`config.mk`:
```
export PLATFORM = sky130hd
export DESIGN_NAME = booth_mult_seq
export DESIGN_NICKNAME = d
export VERILOG_FILES = /design/src/rtl/booth_mult_seq.sv
export SDC_FILE = /design/constraint.sdc
export NUM_CORES = 1
export LEC_CHECK = 0
export BUFFER_PORTS_ARGS = -buffer_cell sky130_fd_sc_hd__buf_2
export CAP_MARGIN = 20
export CORE_ASPECT_RATIO = 0.7
export CORE_UTILIZATION = 49
export CTS_CLUSTER_SIZE = 16
export DETAILED_ROUTE_END_ITERATION = 10
export GPL_ROUTABILITY_DRIVEN = 0
export GPL_TIMING_DRIVEN = 0
export PLACE_DENSITY = 0.78
export SLEW_MARGIN = 10
export SYNTH_ARGS = -nofsm -noshare
export SYNTH_HDL_FRONTEND = slang
export SYNTH_SLANG_ARGS = --single-unit
export TNS_END_PERCENT = 5
```
`constraint.sdc`:
```
create_clock -name Clk -period 3.55 [get_ports Clk]
set_clock_uncertainty 0.05 [all_clocks]
set_input_delay 0.5325 -clock Clk [delete_from_list [all_inputs] [get_ports Clk]]
set_output_delay 0.5325 -clock Clk [all_outputs]
set_load 0.05 [all_outputs]
```
`src/rtl/booth_mult_seq.sv`:
```
// -----------------------------------------------------------------------------
// booth_mult_seq
// Sequential control and accumulation stage of the iterative MIPS multiplier.
// Recodes the 32-bit multiplier into radix-16 Booth digits (one per cycle),
// drives the external partial-product stage with the digit's multiple
// selects and sign, and sums the three returned partial products into a
// 64-bit accumulator.
//
// Ports:
//   Clk, nReset        clock, asynchronous active-low reset
//   Start, Signed      request and operand signedness (sampled in IDLE only)
//   MultA, MultB       multiplicand / multiplier (sampled with Start)
//   Busy, Done         high in RUN/DONE; one-cycle result-valid pulse
//   Product            64-bit result, held until the next accepted Start
//   SelBoothA/B/C,Sign multiple selects and digit sign to partial-product stage
//   A                  current shifted multiplicand to partial-product stage
//   AfterA             A<<4 returned from partial-product stage
//   BoothA/B/C         partial products returned from partial-product stage
// -----------------------------------------------------------------------------
module booth_mult_seq (
   input  logic        Clk,
   input  logic        nReset,
   input  logic        Start,
   input  logic        Signed,
   input  logic [31:0] MultA,
   input  logic [31:0] MultB,
   output logic        Busy,
   output logic        Done,
   output logic [63:0] Product,
   output logic [2:0]  SelBoothA,
   output logic [1:0]  SelBoothB,
   output logic        SelBoothC,
   output logic        Sign,
   output logic [63:0] A,
   input  logic [63:0] AfterA,
   input  logic [63:0] BoothA,
   input  logic [63:0] BoothB,
   input  logic [63:0] BoothC
);

   typedef enum logic [1:0] {S_IDLE, S_RUN, S_DONE} state_t;

   state_t      state_q;
   logic [63:0] a_q;
   logic [63:0] acc_q;
   logic [63:0] acc_d;
   logic [63:0] prod_q;
   logic [35:0] mplr_q;
   logic        bm1_q;      // b[-1]: bit shifted out of the previous digit
   logic [3:0]  cnt_q;
   logic [3:0]  last_q;     // N-1: 7 signed, 8 unsigned
   logic        busy_q;
   logic        done_q;

   // Digit value: low nibble as a signed 4-bit number plus b[-1], -8..+8.
   logic signed [4:0] dig;
   logic        [4:0] dig_neg;
   logic        [3:0] mag;
   logic              run;

   assign run     = (state_q == S_RUN);
   assign dig     = $signed({mplr_q[3], mplr_q[3:0]}) + $signed({4'b0000, bm1_q});
   assign dig_neg = -dig;
   assign mag     = dig[4] ? dig_neg[3:0] : dig[3:0];

   // Magnitude split over three muxes: A picks 0/1/2/4/8, B 0/1/2, C 0/1.
   always_comb begin
      SelBoothA = 3'd0;
      SelBoothB = 2'd0;
      SelBoothC = 1'b0;
      Sign      = 1'b0;
      if (run) begin
         Sign = dig[4];
         unique case (mag)
            4'd1:    SelBoothA = 3'd1;
            4'd2:    SelBoothA = 3'd2;
            4'd3:    begin SelBoothA = 3'd2; SelBoothB = 2'd1; end
            4'd4:    SelBoothA = 3'd3;
            4'd5:    begin SelBoothA = 3'd3; SelBoothB = 2'd1; end
            4'd6:    begin SelBoothA = 3'd3; SelBoothB = 2'd2; end
            4'd7:    begin SelBoothA = 3'd3; SelBoothB = 2'd2; SelBoothC = 1'b1; end
            4'd8:    SelBoothA = 3'd4;
            default: ;
         endcase
      end
   end

   assign acc_d = acc_q + BoothA + BoothB + BoothC;

   always_ff @(posedge Clk or negedge nReset) begin
      if (!nReset) begin
         state_q <= S_IDLE;
         a_q     <= '0;
         acc_q   <= '0;
         prod_q  <= '0;
         mplr_q  <= '0;
         bm1_q   <= 1'b0;
         cnt_q   <= '0;
         last_q  <= '0;
         busy_q  <= 1'b0;
         done_q  <= 1'b0;
      end else begin
         unique case (state_q)
            S_IDLE: begin
               if (Start) begin
                  state_q <= S_RUN;
                  a_q     <= {{32{Signed & MultA[31]}}, MultA};
                  mplr_q  <= {{4{Signed & MultB[31]}}, MultB};
                  bm1_q   <= 1'b0;
                  acc_q   <= '0;
                  cnt_q   <= '0;
                  last_q  <= Signed ? 4'd7 : 4'd8;
                  busy_q  <= 1'b1;
               end
            end
            S_RUN: begin
               acc_q  <= acc_d;
               a_q    <= AfterA;
               mplr_q <= {4'b0000, mplr_q[35:4]};
               bm1_q  <= mplr_q[3];
               cnt_q  <= cnt_q + 4'd1;
               if (cnt_q == last_q) begin
                  // Capture on the last digit so Product is valid alongside Done.
                  state_q <= S_DONE;
                  prod_q  <= acc_d;
                  done_q  <= 1'b1;
               end
            end
            S_DONE: begin
               state_q <= S_IDLE;
               done_q  <= 1'b0;
               busy_q  <= 1'b0;
            end
            default: state_q <= S_IDLE;
         endcase
      end
   end

   assign Busy    = busy_q;
   assign Done    = done_q;
   assign Product = prod_q;
   assign A       = a_q;

endmodule

```
; ---- Yosys cells after proc, flatten, opt, wreduce, memory -nomap -nowiden
; Cells that the tools add are included.
[word_totals]
reg_bits = 241
word_cells = 71
output_inout_bits = 137
[classes]
n_eq_ne = 13
n_bitwise = 2
n_reduce_logical = 14
n_mux = 26
n_addsub = 6
[ops]
columns = cell, count
row1 = $pmux W64 S2, 2
row2 = $add A64 B64 Y64, 3
row3 = $mux W64, 2
row4 = $pmux W36 S2, 1
row5 = $mux W36, 1
row6 = $eq A4 B3 Y1 const B, 4
row7 = $mux W4, 3
row8 = $pmux W3 S4, 1
row9 = $reduce_and A2 Y1, 6
row10 = $eq A4 B2 Y1 const B, 2
row11 = $pmux W2 S2, 2
row12 = $pmux W4 S2, 1
row13 = $mux W1, 6
row14 = $mux W2, 3
row15 = $pmux W1 S2, 3
row16 = $reduce_bool A2 Y1, 3
row17 = $reduce_or A2 Y1, 3
row18 = $add A4 B2 Y5, 1
row19 = $add A4 B1 Y4 const B, 1
row20 = $eq A4 B1 Y1 const B, 1
row21 = $eq A4 B4 Y1, 1
row22 = $eq A4 B4 Y1 const B, 1
row23 = $neg A4 Y4, 1
row24 = $reduce_or A4 Y1, 1
row25 = other kinds (7), 8

; ---- Depth between registers and ports, before layout
; Gate-level depths: netlist of run 1.
[depth]
depth_word = 7
mapped_depth = 16

; ---- Least setup slack after synthesis of run 1
; Ideal clock, no wire load.
[synth_path]
path_kind = input to register
start = input port BoothA[1]
end = register acc_q[39]
path_buffers = 0
arrival_ns = 4.084
stages = 16
setup_slack_ns = -0.717
cell_sequence = inv_1 -> fa_1 -> inv_1 -> fa_1 -> ha_1 -> fa_1 -> a211oi_1 -> nor2_2 -> o31ai_4 -> or4_1 -> o211ai_1 -> a21boi_1 -> o21ai_1 -> a221oi_1 -> xor2_1 -> o21ai_0
[synth_via]
elab_chain_cells = 4
[synth_lines]
columns = item, line
row1 = start: declaration, 36  ; input logic [63:0] BoothA,
row2 = $add A64 B64 Y64 (3 in series), 88  ; assign acc_d = acc_q + BoothA + BoothB + BoothC;
row3 = $pmux W64 S2, 103  ; unique case (state_q)
row4 = end signal: assignment, 94  ; acc_q <= '0;
row5 = end signal: assignment, 110  ; acc_q <= '0;
row6 = end signal: assignment, 117  ; acc_q <= acc_d;
row7 = end: declaration, 45  ; logic [63:0] acc_q;
; No other way between the ends.
; A chain may end at the register's enable or synchronous reset.

; ---- Worst setup path in the final report of run 1
[layout_path]
start = input port BoothA[1]
end = register prod_q[60] (netlist: Product[60])
[layout_via]
elab_chain_cells = 3
[layout_lines]
columns = item, line
row1 = $add A64 B64 Y64 (3 in series), 88
row2 = end signal: assignment, 95  ; prod_q <= '0;
row3 = end signal: assignment, 125  ; prod_q <= acc_d;
row4 = end: declaration, 47  ; logic [63:0] prod_q;
; No other way between the ends.

==> summary.txt, run 1 <==
Yosys
  – Synthesized area: 17,200 sq um
  – Most frequently used flop master after synthesis: dfrtp_1
  – Post-Syn Nets: 2,570
  – Yosys top cell by area: dfrtp_1
  – Top cell type's share of synthesized area: 34.4%
  – Unique masters post-synth: 65
  – Post-synthesis register bit count: 236
  – Synth async-reset ratio: 100%
  – YS warnings: 0
  – Syn_area_per_cell: 8.37 sq um
  – Sequential share of the synthesized area: 34.4%
  – Top cells by area, synth: dfrtp_1 34%, fa_1 15%, inv_1 8.0%
  – Number of synthesized flops with an enable pin: 0
  – Syn Inst Count: 2,051

Timing
  – Slew at the pin closest to its max-slew limit: 1.07 ns
  – RSZ-0062 raised after global routing: true
  – Final period utilization: 114%
  – WHS: 0.165 ns
  – Final number of hold-violating endpoints: 0
  – Slew Limit Fails: 0
  – Fin Setup TNS: -20.22 ns
  – Fin crit period: 4.06 ns
  – Peak Freq: 246 MHz
  – Final setup violation count: 71
  – Max_slew headroom: 28.8%
  – PnR worst setup slack: -0.507 ns

Worst hold path
  – Worst min-delay path startpoint: AfterA[45]
  – Hold path cells: 3
  – End of the worst hold path: A[45]
  – HP Class: primary input to flop

Setup path
  – Worst path arrival time: 4.40 ns
  – Setup crit start kind: primary input
  – R2R depth: 14
  – Worst setup path class: primary input to flop
  – RR Startpoint: acc_q[2]
  – Crit Path Max Fanout: 3
  – CP endpoint kind: flop
  – Reg2reg setup slack: -0.29 ns
  – Worst EP required: 3.89 ns
  – Reg-to-reg endpoint: Product[60]

Detailed routing
  – DRC errors left: 0
  – Vias: 16,700
  – Routed Antenna Nets: 0
  – DR iter-0 viols: 1,575
  – Routed WL: 55,300 um
  – DR WL/cell: 18.2 um
  – Avg Vias per Cell: 5.50
  – Routed met2 length: 24,800 um
  – Top sig layer: met4
  – Metal1 wirelength: 23,900 um
  – Met3 wire length: 4650 um
  – Drt pass-1 iters: 5

Floorplan
  – Die ar.: 35,800 sq um
  – Area of the core: 34,000 sq um
  – Initial Util: 50.5%
  – Die width: 226 um
  – Row count: 56
  – Die span in y: 159 um
  – IO Pins: 461

Placed design
  – Post-DP HPWL: 42,900 um
  – Cells after DPL: 2,978
  – Port Buffers: 460

Clock network
  – CTS max path bufs: 3
  – H-tree depth: 1
  – Clock Pin Slew Worst Setup and Hold Paths: 0.07 ns
  – TritonCTS clock tree: built
  – CTS sink count: 236
  – CTS Root Cell: clkbuf_16
  – Inserted Clock Buffers: 25
  – Clk_lat worst skew: 0.54 ns

Finish
  – Multi-input logic area: 10,100 sq um
  – Non-Filler Instances: 3,043
  – Fillers: 2,850
  – Seq. cell area: 5910 sq um
  – Inserted Diodes: 0
  – Commonest non-fill, non-tap cells in the layout: 458 x buf_2, 360 x inv_1, 321 x nand2_1
  – Final core area utilization: 64.3%
  – Most common cell after layout, fill and taps aside: buf_2
  – Layout cells sized above 1: 25.3%
  – Area growth syn-to-layout: 27.3%
  – Fin nets: 3,080

GRT
  – Tot GR Track Use: 30.5%
  – Overflow after GRT: 0
  – First-pass GRT wire length: 85,400 um
  – Vias in the first global route: 16,000
  – Pin count of the biggest net entering global routing: 86
  – Initial antenna violation count: 0

Run
  – MaxCap Viol Count: 0

Status
  – Violated checks: setup timing
  – Status: finished with violations
-- timing repair --
item,4_1_cts,5_1_grt
hold buffers,1,0
cloned,0,0
setup buffers,16,8
endpoints found under the hold margin,75,0
setup endpoints to repair,89,85
gates resized for setup,109,49
pin swaps,49,20
-- synth_stat cells, drive strengths merged (3+ instances only) --
master  count
nor2b       4
nand2     324
a311oi      3
o31ai      13
fa        126
nand3     137
xor2       27
dfrtp     236
and3        8
inv       368
a31oi      75
mux2i       3
and4        5
a21oi      89
o21bai     16
nor2      109
ha         69
xnor2      35
or4        10
buf         7
nand4      30
a21boi      4
a21o       30
clkbuf     92
o21a       12
nand2b      6
or2         3
o21ai     148
o311ai      4
o211ai      6
nor4        5
nor3       12
a211oi      4
-- worst max-delay path, cell delays in order --
cell,delay (ns)
buf_8,0.08
inv_8,0.02
fa_1,0.57
inv_2,0.05
fa_2,0.56
ha_4,0.16
a21o_1,0.17
a21oi_2,0.08
or4_4,0.57
a311oi_4,0.34
o211ai_1,0.27
a211oi_2,0.35
o2111ai_2,0.16
nand2_2,0.16
mux2i_1,0.21
o311ai_1,0.11
-- metal layers --
metal  global-route usage (%)  vias up
met5                        0        -
met4                     10.4        0
met3                     5.89      122
met2                     47.3      849
met1                     43.0     8076
li1                         -     7694
-- logic make-up after synthesis --
group | Yosys count | synth area share (%)
fa+ha+maj | 195 | 19.7
flops | 236 | 34.4
xor+xnor | 62 | 3.16
buf+inv | 467 | 10.3
mux | 4 | 0.241
compound gates | 427 | 15.3
simple gates | 660 | 16.8
-- state kept, by name (all words and copies together) (netlist names) --
signal	flops
Product	64
cnt_q	4
A	64
state_q	2
Busy	1
last_q	2
mplr_q	33
bm1_q	1
Done	1
acc_q	64
-- layout make-up --
type,count,area share [%]
clock inverter,15,0.893
multi-input combinational,1348,46.3
timing repair buffer,488,12.0
buffer,94,1.72
inverter,368,6.36
clock buffer,30,3.04
tap,464,2.66
sequential,236,27.0
-- how the worst max path moves through the flow --
stage | from | to | depth (start not counted)
CTS | BoothC[2] | acc_q[60] | 17
global route | BoothA[1] | Product[60] | 16
global placement | nReset | acc_q[16] | 1
detailed placement | BoothA[2] | Product[60] | 16
floorplan | BoothA[2] | Product[60] | 15
finish | BoothA[1] | Product[60] | 16
-- through the flow --
step           cell area (sq um)  setup slack (ns)
5_1_grt                    21900            -0.615
3_5_place_dp               20100             -1.38
6_report                   21900            -0.507
4_1_cts                    21600            -0.489
3_3_place_gp               20100             -2.35
2_1_floorplan              17200            -0.524
Power of run 1 is not shown: default switching activity piles up to over one toggle a cycle in this logic, so the estimate is an artifact.
==> inputs of run 2 (changes only) <==
PLACE_DENSITY = unset   (was 0.78)
PLACE_DENSITY_LB_ADDON = 0.15   (was unset)
==> run 2 against run 1 <==
- the run still ends with setup timing left
- critical path depth rose by 2
- register-to-register slack barely moved
- sequential share of layout area barely moved
- wire length fell by 2.0%
- maximum frequency rose by 1.5%
- final area barely moved
- hold slack got worse by 0.021 ns
- final cell count fell by 0.16%
- flip-flop and latch count did not move
- critical path type unchanged
- highest routed layer is now met5
==> summary.txt, run 2 (synthesis results as in run 1) <==
Floorplan
  – Row count: 56 (unchanged)
  – Initial Util: 50.5% (unchanged)
  – Die width: 226 um (unchanged)
  – Die span in y: 159 um (unchanged)
  – Area of the core: 34,000 sq um (unchanged)
  – Die ar.: 35,800 sq um (unchanged)
  – IO Pins: 461 (unchanged)

Clock network
  – CTS sink count: 236 (unchanged)
  – Clk_lat worst skew: 0.55 ns (about the same)
  – H-tree depth: 1 (unchanged)
  – CTS max path bufs: 3 (unchanged)
  – Clock Pin Slew Worst Setup and Hold Paths: 0.06 ns (about the same)
  – TritonCTS clock tree: built
  – CTS Root Cell: clkbuf_16
  – Inserted Clock Buffers: 26 (+4.0%)

Setup path
  – Setup crit start kind: primary input
  – Crit path top cell by count: fa_2
  – R2R depth: 15 (+1)
  – CP endpoint kind: flop
  – RR Startpoint: acc_q[2]
  – Worst setup path class: primary input to flop
  – Crit path buf inv count: 4 (+1)
  – Crit Path Max Fanout: 5 (+2)
  – Critical-path top delay cell: fa_2
  – Reg2reg setup slack: -0.28 ns (about the same)
  – Reg-to-reg endpoint: Product[60]
  – Critical Path, Cell by Cell: buf_8, inv_8, fa_2, inv_2, fa_2, ha_4, fa_2, a211oi_2, nor2_2, o31ai_4, or4_1, o211ai_1, buf_4, a21boi_4, o21ai_2, a221oi_2, xor2_1, o21ai_0
  – Max stage delay on crit path: 0.58 ns (about the same)
  – Worst path arrival time: 4.35 ns (-0.05 ns)
  – Worst EP required: 3.91 ns (+0.02 ns)
  – Delay-heaviest family, CP: adder cells

Timing
  – Final period utilization: 113% (-1.7 points)
  – Fin crit period: 4.00 ns (-0.0591 ns)
  – Peak Freq: 250 MHz (+1.5%)
  – Final setup violation count: 61 (-14%)
  – Max_slew headroom: 29.9% (+1.1 points)
  – WHS: 0.145 ns (-0.0209 ns)
  – PnR worst setup slack: -0.448 ns (+0.0591 ns)
  – Slew at the pin closest to its max-slew limit: 1.05 ns (-0.0162 ns)
  – Final number of hold-violating endpoints: 0 (unchanged)
  – RSZ-0062 raised after global routing: true
  – Slew Limit Fails: 0 (unchanged)

Worst hold path
  – Worst min-delay path startpoint: AfterA[44]
  – End of the worst hold path: A[44]
  – HP Class: primary input to flop
  – Hold path cells: 3 (unchanged)

GRT
  – Met3 Usage GRT: 4.43% (-1.5 points)
  – Initial antenna violation count: 1 (+1)
  – First-pass GRT wire length: 85,000 um (-0.53%)
  – Global routing's busiest layer: met2
  – Vias in the first global route: 16,100 (+0.43%)
  – Overflow after GRT: 0 (unchanged)
  – GR Util met2: 47.0% (-0.26 points)
  – Met1 Resource Use GR: 44.1% (+1.1 points)
  – Tot GR Track Use: 30.3% (-0.23 points)
  – Pin count of the biggest net entering global routing: 92 (+7.0%)

Status
  – Violated checks: setup timing
  – Status: finished with violations

Finish
  – Most common cell after layout, fill and taps aside: buf_2
  – Layout cells sized above 1: 25.6% (+0.32 points)
  – Commonest non-fill, non-tap cells in the layout: 457 x buf_2, 361 x inv_1, 318 x nand2_1
  – Final core area utilization: 64.3% (about the same)
  – Fillers: 2,956 (+3.7%)
  – Cell area after layout: 21,800 sq um (about the same)
  – Inserted Diodes: 0 (unchanged)
  – Fin nets: 3,073 (-0.23%)
  – Area growth syn-to-layout: 27.3% (about the same)

Placed design
  – Placed instance area: 20,100 sq um (unchanged)
  – Port Buffers: 460 (unchanged)
  – Post-DP HPWL: 42,500 um (-0.83%)

Detailed routing
  – DR WL/cell: 17.8 um (-1.8%)
  – Vias: 16,200 (-3.2%)
  – Drt pass-1 iters: 5 (unchanged)
  – DRC errors left: 0 (unchanged)
  – Routed WL: 54,200 um (-2.0%)
  – Routed Antenna Nets: 0 (unchanged)
  – Avg Vias per Cell: 5.33 (-3.0%)
  – DR iter-0 viols: 1,216 (-23%)

Run
  – MaxCap Viol Count: 0 (unchanged)
-- run 2: timing repair --
| action | CTS | global route |
|---|---|---|
| pin swaps | 41 | 21 |
| gates resized for setup | 90 | 84 |
| endpoints found under the setup margin | 92 | 84 |
| hold endpoints to repair | 60 | 0 |
| setup buffers | 10 | 5 |
| hold buffers | 1 | 0 |
-- run 2: area by class of cell --
type | instances | area, sq um | area share [%]
plain buffers | 96 | 389 | 1.78
clock buffers | 36 | 769 | 3.52
clock inverters | 12 | 97.6 | 0.447
inverters | 368 | 1390 | 6.38
multi-input cells | 1348 | 10200 | 46.5
flip-flops and latches | 236 | 5910 | 27.0
well taps | 464 | 581 | 2.66
repair buffers | 478 | 2550 | 11.7
-- run 2: worst max-delay path by stage --
stage,startpoint,end,slack [ns],cells after the start
CTS,BoothC[1],Product[60],-0.50,16
floorplan,BoothA[2],Product[60],-0.52,15
finish,BoothA[1],acc_q[39],-0.45,18
detailed placement,BoothA[2],Product[60],-1.44,16
global placement,nReset,Product[17],-2.44,1
global route,BoothA[8],Product[60],-0.58,16
-- run 2: worst min-delay path, cell delays in order --
cell,delay (ns)
buf_2,0.07
nand2_1,0.04
nand3_1,0.06
-- run 2: per-layer routing --
layer  routed length [um]  share of wire (%)  vias up
met1                24800                 46     7786
met2                24200                 45      645
met3                 3610                6.7       99
met4                 1530                2.8        2
met5                   10              0.018        -
li1                     -                  -     7674
-- run 2: stage by stage --
step | cells | setup slack [ns] | setup TNS (ns)
after CTS | 3034 | -0.503 | -16.13
after global routing | 3038 | -0.580 | -22.84
after global placement | 2975 | -2.44 | -661.40
after floorplan | 2051 | -0.524 | -20.97
final | 3038 | -0.448 | -14.07
after detailed placement | 2977 | -1.44 | -98.81
Power of run 2 is left out for the same reason.
==> inputs of run 3 (changes only) <==
SKIP_LAST_GASP = 1   (was unset)
==> run 3 against run 2 <==
- the flow still finishes with violations (setup timing)
- register-to-register slack got worse by 0.02 ns
- final area fell by 0.40%
- sequential share of layout area rose by 0.11 points
- maximum frequency fell by 0.84%
- critical path depth did not move
- worst setup slack got worse by 0.034 ns
- clock-buffer cell count did not move
- first-iteration DRC count rose by 14%
- utilization fell by 0.25 points
- hold slack got worse by 0.00077 ns
==> summary.txt, run 3 (synthesis results as in run 1) <==
Status
  – Status: finished with violations
  – Violated checks: setup timing

Detailed routing
  – Avg Vias per Cell: 5.37 (+0.58%)
  – Vias: 16,300 (+0.78%)
  – Routed Antenna Nets: 0 (unchanged)
  – Metal1 wirelength: 24,900 um (+0.17%)
  – Routed met2 length: 24,500 um (+1.4%)
  – DRC errors left: 0 (unchanged)
  – Top sig layer: met5
  – DR iter-0 viols: 1,381 (+14%)
  – DR WL/cell: 18.0 um (+0.76%)
  – Met3 wire length: 3770 um (+4.6%)
  – Routed WL: 54,700 um (+0.96%)
  – Drt pass-1 iters: 5 (unchanged)

Timing
  – Slew at the pin closest to its max-slew limit: 1.10 ns (+0.0490 ns)
  – Max_slew headroom: 26.6% (-3.3 points)
  – Peak Freq: 248 MHz (-0.84%)
  – Final setup violation count: 77 (+26%)
  – Fin Setup TNS: -21.17 ns (-7.11 ns)
  – Slew Limit Fails: 0 (unchanged)
  – PnR worst setup slack: -0.482 ns (-0.0338 ns)
  – WHS: 0.144 ns (-0.000767 ns)
  – Fin crit period: 4.03 ns (+0.0338 ns)
  – Final period utilization: 114% (+0.95 points)
  – RSZ-0062 raised after global routing: true
  – Final number of hold-violating endpoints: 0 (unchanged)

GRT
  – Tot GR Track Use: 30.2% (-0.067 points)
  – Overflow after GRT: 0 (unchanged)
  – First-pass GRT wire length: 84,800 um (-0.19%)
  – Vias in the first global route: 16,000 (-0.66%)
  – Pin count of the biggest net entering global routing: 92 (unchanged)
  – Initial antenna violation count: 1 (unchanged)

Finish
  – Fin nets: 3,079 (+0.20%)
  – Commonest non-fill, non-tap cells in the layout: 452 x buf_2, 357 x inv_1, 322 x nand2_1
  – Area growth syn-to-layout: 26.8%
  – Final core area utilization: 64.0% (-0.25 points)
  – Inserted Diodes: 0 (unchanged)
  – Layout cells sized above 1: 25.0% (-0.56 points)
  – Most common cell after layout, fill and taps aside: buf_2

Run
  – MaxCap Viol Count: 0 (unchanged)

Placed design
  – Setup WS pre-CTS: -1.44 ns (unchanged)
  – Port Buffers: 460 (unchanged)
  – Post-DP HPWL: 42,500 um (unchanged)

Clock network
  – Inserted Clock Buffers: 26 (unchanged)
  – CTS Root Cell: clkbuf_16
  – Clock Pin Slew Worst Setup and Hold Paths: 0.06 ns (about the same)
  – Clk_lat worst skew: 0.55 ns (about the same)
  – TritonCTS clock tree: built
  – CTS max path bufs: 3 (unchanged)
  – CTS sink count: 236 (unchanged)
  – H-tree depth: 1 (unchanged)

Setup path
  – Worst setup path class: primary input to flop
  – Worst path arrival time: 4.39 ns (+0.04 ns)
  – CP endpoint kind: flop
  – Critical Path, Cell by Cell: buf_8, inv_8, fa_2, inv_2, fa_2, ha_4, fa_2, a211oi_2, nor2_2, o31ai_4, or4_1, o211ai_1, buf_4, a21boi_2, o21ai_2, a221oi_2, xor2_1, o21ai_0
  – Crit path buf inv count: 4 (unchanged)
  – Delay-heaviest family, CP: adder cells
  – Critical-path top delay cell: fa_2
  – Worst EP required: 3.91 ns (about the same)
  – Crit path top cell by count: fa_2
  – Max stage delay on crit path: 0.59 ns (about the same)
  – Setup crit start kind: primary input
  – Crit Path Max Fanout: 5 (unchanged)

Worst hold path
  – HP Class: primary input to flop

Floorplan
  – Initial Util: 50.5% (unchanged)
  – IO Pins: 461 (unchanged)
  – Area of the core: 34,000 sq um (unchanged)
  – Die span in y: 159 um (unchanged)
  – Die ar.: 35,800 sq um (unchanged)
  – Row count: 56 (unchanged)
  – Die width: 226 um (unchanged)
## run 3: cell types whose count changed in the layout (fill, tap and decap cells not counted), moves of 6 or more
cell     previous run  this run
o21ai_0           115       131
buf_4              12        27
o21ai_1            25        13
ha_1               56        49
xnor2_1            27        34
xnor2_2             8         1
ha_2                7        13
## run 3: area by class of cell
type,instances,area [sq um]
flip-flops and latches,236,5910
clock buffers,36,769
repair buffers,488,2630
well taps,464,581
multi-input cells,1348,10000
clock inverters,12,97.6
fillers,2962,12200
inverters,368,1400
plain buffers,92,373
## run 3: worst paths after layout
path / start / slack (ns) / depth (start not counted) / to
max in group asynchronous: nReset / 1.73 / 4 / acc_q[19]
min in group asynchronous: nReset / 0.45 / 2 / A[45]
min reg2reg: Product[0] / 0.42 / 2 / Product[0]
max reg2reg: acc_q[2] / -0.30 / 14 / Product[40]
min: AfterA[44] / 0.14 / 3 / A[44]
max: BoothA[1] / -0.48 / 18 / acc_q[39]
## run 3: timing repair
item / in CTS / in global routing
resized for setup: 33 / 101
buffers inserted: 10 / 15
pin swaps: 27 / 40
setup endpoints to repair: 92 / 105
hold buffers: 1 / 0
endpoints found under the hold margin: 60 / 0
## run 3: per-layer routing
metal | track usage, % | vias up
met2 | 46.8 | 683
met5 | 0 | -
met4 | 8.36 | 2
li1 | - | 7689
met3 | 4.37 | 102
met1 | 44.3 | 7856
## run 3: tightest hold or removal path: stages
cell     delay [ns]
buf_2          0.07
nand2_1        0.04
nand3_1        0.06
## run 3: metrics by stage
stage          area [sq um]  instances
2_1_floorplan         17200       2051
3_5_place_dp          20100       2977
6_report              21800       3044
3_3_place_gp          20100       2975
5_1_grt               21800       3044
4_1_cts               21300       3034
Power of run 3 is left out for the same reason.
